**src/rtl/read_operation_ctrl_pkg.sv**
```systemverilog
// read_operation_ctrl_pkg: shared widths, burst length and FSM encoding for the read controller
//   DATA_W    : width of one register word
//   NUM_REGS  : registers in the file
//   ADDR_W    : register address width
//   BURST_LEN : beats per burst read
//   state_t   : IDLE / BURST controller states
package read_operation_ctrl_pkg;
   localparam int DATA_W    = 32;
   localparam int NUM_REGS  = 8;
   localparam int ADDR_W    = 3;
   localparam int BURST_LEN = 4;
   localparam logic [1:0] CNT_LAST = 2'(BURST_LEN - 1);
   typedef enum logic {IDLE = 1'b0, BURST = 1'b1} state_t;
endpackage

```
**src/rtl/read_operation_ctrl_read_mux_8to1.sv**
```systemverilog
// read_mux_8to1: 32-bit 8-to-1 selector, one-hot 3-to-8 decode followed by AND-OR of register words
//   reg_data : concatenated register words, register i at [32i+31:32i]
//   sel      : register address
//   y        : selected word
module read_mux_8to1
   import read_operation_ctrl_pkg::*;
(
   input  logic [NUM_REGS*DATA_W-1:0] reg_data,
   input  logic [ADDR_W-1:0]          sel,
   output logic [DATA_W-1:0]          y
);
   logic [NUM_REGS-1:0] dec;
   assign dec = NUM_REGS'(1) << sel;
   always_comb begin
      y = '0;
      for (int i = 0; i < NUM_REGS; i++)
         y = y | (reg_data[i*DATA_W +: DATA_W] & {DATA_W{dec[i]}});
   end
endmodule

```
**src/rtl/read_operation_ctrl.sv**
```systemverilog
// read_operation_ctrl: register-file read controller with single and 4-beat wrapping burst reads
//   clk, reset_n       : clock, asynchronous active-low reset
//   re, burst, Addr    : read request, burst qualifier, start address
//   reg_data           : concatenated register file outputs
//   we, wAddr, wData   : register-file write port, monitored for forwarding only
//   busy               : burst in progress, requests ignored
//   rvalid, rAddr_out, dout : registered read result, two edges after issue
// Optional: READ_OPERATION_CTRL_WRITE_BYPASS_EN forwards a same-edge write to dout.
module read_operation_ctrl
   import read_operation_ctrl_pkg::*;
(
   input  logic                       clk,
   input  logic                       reset_n,
   input  logic                       re,
   input  logic                       burst,
   input  logic [ADDR_W-1:0]          Addr,
   input  logic [NUM_REGS*DATA_W-1:0] reg_data,
   input  logic                       we,
   input  logic [ADDR_W-1:0]          wAddr,
   input  logic [DATA_W-1:0]          wData,
   output logic                       busy,
   output logic                       rvalid,
   output logic [ADDR_W-1:0]          rAddr_out,
   output logic [DATA_W-1:0]          dout
);
   state_t state, state_nxt;
   logic [ADDR_W-1:0] nxt_addr, nxt_addr_d, iss_addr, s1_addr;
   logic [1:0] cnt, cnt_d;
   logic iss, s1_valid;
   logic [DATA_W-1:0] mux_out, cap_data;

   read_mux_8to1 u_mux (.reg_data(reg_data), .sel(s1_addr), .y(mux_out));

`ifdef READ_OPERATION_CTRL_WRITE_BYPASS_EN
   assign cap_data = (we && wAddr == s1_addr) ? wData : mux_out;
`else
   logic unused_wr;
   assign unused_wr = ^{we, wAddr, wData};
   assign cap_data = mux_out;
`endif

   assign busy = (state == BURST);

   // In BURST the FSM issues its own addresses and ignores the request inputs.
   always_comb begin
      state_nxt  = state;
      nxt_addr_d = nxt_addr;
      cnt_d      = cnt;
      iss        = busy | re;
      iss_addr   = busy ? nxt_addr : Addr;
      if (!busy && re && burst) begin
         state_nxt  = BURST;
         nxt_addr_d = Addr + 1'b1;
         cnt_d      = 2'd1;
      end else if (busy) begin
         nxt_addr_d = nxt_addr + 1'b1;
         cnt_d      = cnt + 1'b1;
         state_nxt  = (cnt == CNT_LAST) ? IDLE : BURST;
      end
   end

   always_ff @(posedge clk or negedge reset_n) begin
      if (!reset_n) begin
         state     <= IDLE;
         nxt_addr  <= '0;
         cnt       <= '0;
         s1_valid  <= 1'b0;
         s1_addr   <= '0;
         rvalid    <= 1'b0;
         rAddr_out <= '0;
         dout      <= '0;
      end else begin
         state    <= state_nxt;
         nxt_addr <= nxt_addr_d;
         cnt      <= cnt_d;
         s1_valid <= iss;
         if (iss) s1_addr <= iss_addr;
         rvalid   <= s1_valid;
         if (s1_valid) begin
            dout      <= cap_data;
            rAddr_out <= s1_addr;
         end
      end
   end
endmodule

```
**config.mk**
```make
export PLATFORM = sky130hd
export DESIGN_NAME = read_operation_ctrl
export DESIGN_NICKNAME = d
export VERILOG_FILES = /design/src/rtl/read_operation_ctrl_pkg.sv /design/src/rtl/read_operation_ctrl_read_mux_8to1.sv /design/src/rtl/read_operation_ctrl.sv
export SDC_FILE = /design/constraint.sdc
export NUM_CORES = 1
export LEC_CHECK = 0
export CORE_AREA = 2 2 132 134
export DETAILED_ROUTE_END_ITERATION = 8
export DIE_AREA = 0 0 134 136
export DONT_BUFFER_PORTS = 1
export SYNTH_ARGS = -nofsm -noshare
export SYNTH_HDL_FRONTEND = slang
export SYNTH_SLANG_ARGS = --single-unit
```
**constraint.sdc**
```tcl
create_clock -name clk -period 4.5 [get_ports clk]
set_input_delay 0.9 -clock clk [delete_from_list [all_inputs] [get_ports clk]]
set_output_delay 0.9 -clock clk [all_outputs]
set_load 0.05 [all_outputs]
```
### Word-level counts from Yosys, hierarchy flattened

Index checks and enable logic that the tools add are counted.

| word-level totals | value |
|---|---|
| bits in registers | 46 |
| input port bits | 299 |
| output and inout bits | 37 |
| word-level logic and storage cells | 41 |

| operators by class | value |
|---|---|
| add/sub/neg operators | 3 |
| equality and inequality tests | 1 |
| shifts and indexed selects | 1 |
| multiplexer cells | 8 |
| bitwise gates (word level) | 16 |
| reductions and logical operators | 4 |

Operators with widths:

| operator | count |
|---|---|
| $and 32x32->32 | 8 |
| $or 32x32->32 | 7 |
| $mux 3 | 3 |
| $shl 1x3->8 const A | 1 |
| $add 3x1->3 const B | 2 |
| $mux 2 | 2 |
| $mux 1 | 3 |
| $add 2x1->2 const B | 1 |
| $eq 2x2->1 const B | 1 |
| $logic_and 1x1->1 | 2 |
| $reduce_bool 2->1 | 1 |
| $logic_not 1->1 | 1 |
| $or 1x1->1 | 1 |

### Logic depth before layout (Yosys ltp)

| depth | value |
|---|---|
| word-level depth | 9 |
| mapped depth | 9 |
| depth with buffers taken out | 8 |

### Modules after synthesis

A second synthesis with hierarchy kept.

| second synthesis, totals | value |
|---|---|
| cells, all modules | 234 |
| area total of the unflattened synthesis | 4072.7 um^2 |

Modules (own cells, without submodules):

| module | times used | cells an instance | area each (um^2) | seq. area each (um^2) |
|---|---|---|---|---|
| read_mux_8to1 | 1 | 114 | 2073.2 | 0.0 |
| read_operation_ctrl | 1 | 120 | 1999.4 | 1151.1 |

### Worst setup path after synthesis

No wires, ideal clock.

| timing path | value |
|---|---|
| kind | input-to-reg |
| start point | input port re |
| end point | register nxt_addr[2] |
| setup time | 0.135 ns |
| arrival time | 2.395 ns |
| data required time | 4.365 ns |
| setup slack | 1.970 ns |
| stages | 9 |
| buffers on the path | 1 |
| path through | clkbuf_1 -> nand2_1 -> nor2_1 -> mux2_2 -> ha_1 -> xnor2_1 -> nor2_1 -> a21oi_1 -> o21ai_0 |

| on the way | value |
|---|---|
| cells in the longest elaborated chain, start to end | 3 |
| elaborated cells on any way between the ends | 4 |
| classes of those cells | 1 x mux; 3 x reduce/logical |

RTL lines:

| item | RTL line | source |
|---|---|---|
| start, declared | read_operation_ctrl.sv:14 | `input logic re,` |
| $logic_and 1x1->1 * (2 in a row) | read_operation_ctrl.sv:51 | `if (!busy && re && burst) begin` |
| $mux 3 / $reduce_bool 2->1 (equally long branches) | -- |  |
| end signal, assigned | read_operation_ctrl.sv:74 | `nxt_addr <= nxt_addr_d;` |
| end, declared | read_operation_ctrl.sv:27 | `logic [ADDR_W-1:0] nxt_addr, nxt_addr_d, iss_addr, s1_addr;` |

Every way passes the cells marked *; elsewhere a longest branch is shown, timed or not.
A chain may end at the register's enable or synchronous reset.

### Worst setup path in the final report

| timing path | value |
|---|---|
| start point | register s1_addr[2] |
| end point | register dout[27] |

| on the way | value |
|---|---|
| cells in the longest elaborated chain, start to end | 9 |
| elaborated cells on any way between the ends | 16 |
| classes of those cells | 1 x shift; 15 x bitwise |

RTL lines:

| item | RTL line | source |
|---|---|---|
| start, declared | read_operation_ctrl.sv:27 |  |
| start signal, assigned | read_operation_ctrl.sv:77 | `if (iss) s1_addr <= iss_addr;` |
| $shl 1x3->8 * | read_operation_ctrl_read_mux_8to1.sv:13 | `assign dec = NUM_REGS'(1) << sel;` |
| $and 32x32->32 | read_operation_ctrl_read_mux_8to1.sv:17 | `y = y \| (reg_data[i*DATA_W +: DATA_W] & {DATA_W{dec[i]}});` |
| $or 32x32->32 (6 in a row) | read_operation_ctrl_read_mux_8to1.sv:17 |  |
| $or 32x32->32 * | read_operation_ctrl_read_mux_8to1.sv:17 |  |
| end signal, assigned | read_operation_ctrl.sv:80 | `dout <= cap_data;` |
| end, declared | read_operation_ctrl.sv:24 | `output logic [DATA_W-1:0] dout` |

Marks and branches as above.

==> impl_metrics.toml <==
[synthesis]
synth_area_sq_um = 3960
yosysMostFrequentCell = "mux2i_1"
syn-num-nets = 700
synthTopCellsByCount = "98 x mux2i_1, 46 x dfrtp_1, 31 x a22oi_1"
ys_warn_count = 0
postSynth.asyncResetShare_pct = 100
avgSynthCellArea_sq_um = 9.92
synthAdderAreaFrac_pct = 0.633
synth_top_family_by_area = "multiplexers"
synth_edf_count = 0
seq_area_frac_synth_pct = 29.1
yosysTopAreaCell = "dfrtp_1"
ys_seq_elements = 46
synth_ff_type = "dfrtp_1"
ys_types = 35
synth-compound-area-share_pct = 21.1
synth.top_cell.area_share_pct = 29.1
synth_mux_area_share_pct = 31.7
yosys.area_share.xor_xnor_pct = 0.443
synth_area_leaders = "dfrtp_1 29%, mux2i_1 25%, a22oi_1 5.9%"
syn_inst = 399
synth-simple-area-share_pct = 7.53

[routing]
wirelength_mm = 12.8
first_pass_iters = 4
avgRoutedWirePerCell_microns = 21.4
route.detailed.drc = 0
vias = 3271
vias_per_cell = 5.46
drt-initial-drc-count = 188
ant_nets = 0

[hold_path]
hp-class = "primary input to asynchronous set/reset pin"

[clocking]
clock_sinks = 46
clock_latency_ps = 300
ctsHoldBuffers = 0
tritoncts = "built"
htree_levels = 2
cts_root_buffer = "clkbuf_16"
numCtsBuffers = 5
clock_path_buffers = 2
clk_pin_slew_ps = 80
post_cts_buffers = 0
cts_resized = 0

[timing]
hold_viol = 0
worst_clock_skew_ps = 4.87
worst_pin_slew_ps = 965
rsz0062_at_grt = "false"
finalMaxSlewViolations = 0
setup_viol = 0
period_share_pct = 61.9
min_period_ps = 2790
slew_headroom_pct = 35.4
fin_setup_tns_ps = 0
max_freq_mhz = 359

[final_layout]
final_core_util_pct = 24.5
final_area_sq_um = 4140
area_growth_pct = 4.62
drive_gt1_share_pct = 13.4
num_antenna_cells = 0
nNetsFinal = 674

[setup_path]
r2r_start = "s1_addr[2]"
crit_chain = "nor2b_2 > a221oi_1 > a221o_1 > a31oi_1"
worstSetupStartpointType = "flip-flop"
critPathLaunch = "s1_addr[2]"
crit_path_end_kind = "flip-flop"
worst-path-max-fanout = 53
critPathRequiredTime_ps = 4720
crit_slowest_cell = "dfrtp_4"
max_stage_delay_ps = 950
critPathKind = "flip-flop to flip-flop"
rrSetupSlack_ps = 1710
reg2reg_depth = 4
rr_endpoint = "dout[27]"
critPathArrivalTime_ps = 3010

[global_routing]
overflow = 0
grtUsageTotal_pct = 13.3
grt_pass1_wl_mm = 18.4
antenna_found_initial = 0
grt_pass1_vias = 3249
grt_max_degree = 64

[status]
status = "finished clean"

[power]
leakagePower_nw = 1.65
power_density_nw_per_um2 = 863
ir_drop_uv = 389

[placed_design]
post_dp_cell_area_sq_um = 3990
io_buffers = 0
dpl.hpwl_mm = 9.79
gp_congestion = 0.774

[floorplanning]
die_h_microns = 136
die_w_microns = 134
ios = 336
rows = 48
initial_core_util_pct = 23.4
core_area_sq_um = 16900
die-area_sq_um = 18200

[run]
drv_cap = 0
[cells by family after synthesis]
group / after synthesis
compound gates: 106
mux: 121
flops: 46
fa+ha+maj: 2
simple gates: 66
buf+inv: 56
xor+xnor: 2
[registers in the layout, summed over array words and instances (netlist names)]
| name | cells |
|---|---|
| rAddr_out | 3 |
| dout | 32 |
| rvalid | 1 |
| cnt | 2 |
| nxt_addr | 3 |
| s1_valid | 1 |
| busy | 1 |
| s1_addr | 3 |
[stage by stage]
stage | setup slack (ps) | cells | power, mW | hold slack (ps)
3_5_place_dp | 1790 | 591 | 3.19 | 498
4_1_cts | 1770 | 599 | 3.60 | 267
2_1_floorplan | 1970 | 399 | 2.95 | 406
3_3_place_gp | 1890 | 591 | 3.11 | 478
6_report | 1710 | 599 | 3.57 | 288
5_1_grt | 1580 | 599 | 3.81 | 264
[cells in the final DEF, fill, tap and decap left out]
cell and n:
a211oi_1 2, a21oi_1 4, a221o_1 16, a221oi_1 6, a221oi_2 10, a22oi_1 31
a31oi_1 16, and2_1 1, buf_4 7, clkbuf_16 5, clkinv_4 1, clkinvlp_4 1
dfrtp_1 44, dfrtp_2 1, dfrtp_4 1, ha_1 2, inv_1 16, inv_6 1
mux2_1 3, mux2_2 19, mux2i_1 98, mux4_1 1, nand2_1 23, nand2b_1 1
nand3_1 16, nor2_1 20, nor2b_1 1, nor2b_2 1, nor2b_4 1, nor3_4 1
o21ai_0 5, o21ai_1 16, or2_2 1, xnor2_1 1, xor2_1 1
[worst max path at each step]
stage               slack (ps)           to  cells past startpoint
finish                    1710     dout[27]                      4
global route              1580      dout[4]                      4
CTS                       1770     dout[27]                      4
detailed placement        1790      dout[9]                      4
global placement          1890     dout[27]                      4
floorplan                 1970  nxt_addr[2]                      9
[area by class of cell]
cell class	count	area, sq um
Clock inverter	3	25.0
Timing Repair Buffer	7	52.6
Clock buffer	5	125
Inverter	16	60.1
Fill cell	1814	12700
Sequential cell	46	1160
Multi-Input combinational cell	297	2440
Tap cell	225	282
[layer usage]
layer  track usage (%)  vias up  part of all wire (%)
met5                 0        -                     0
met4              7.21        0                   4.1
met3              4.29       29                   9.5
met2              21.3      222                    47
met1              15.7     1544                    39
li1                  -     1476                     -
[worst max-delay path: cells and delay by family, from the launching register on]
| family | cells | cell delay [ps] |
|---|---|---|
| simple gates | 1 | 920 |
| flops | 1 | 950 |
| compound gates | 3 | 760 |
[where the power goes]
| group | switching [mW] | total, mW | internal, mW |
|---|---|---|---|
| logic | 0.846 | 1.64 | 0.792 |
| clock network | 0.190 | 0.400 | 0.210 |
| registers | 0.911 | 1.53 | 0.621 |
Power figures use the tool's default switching activity.
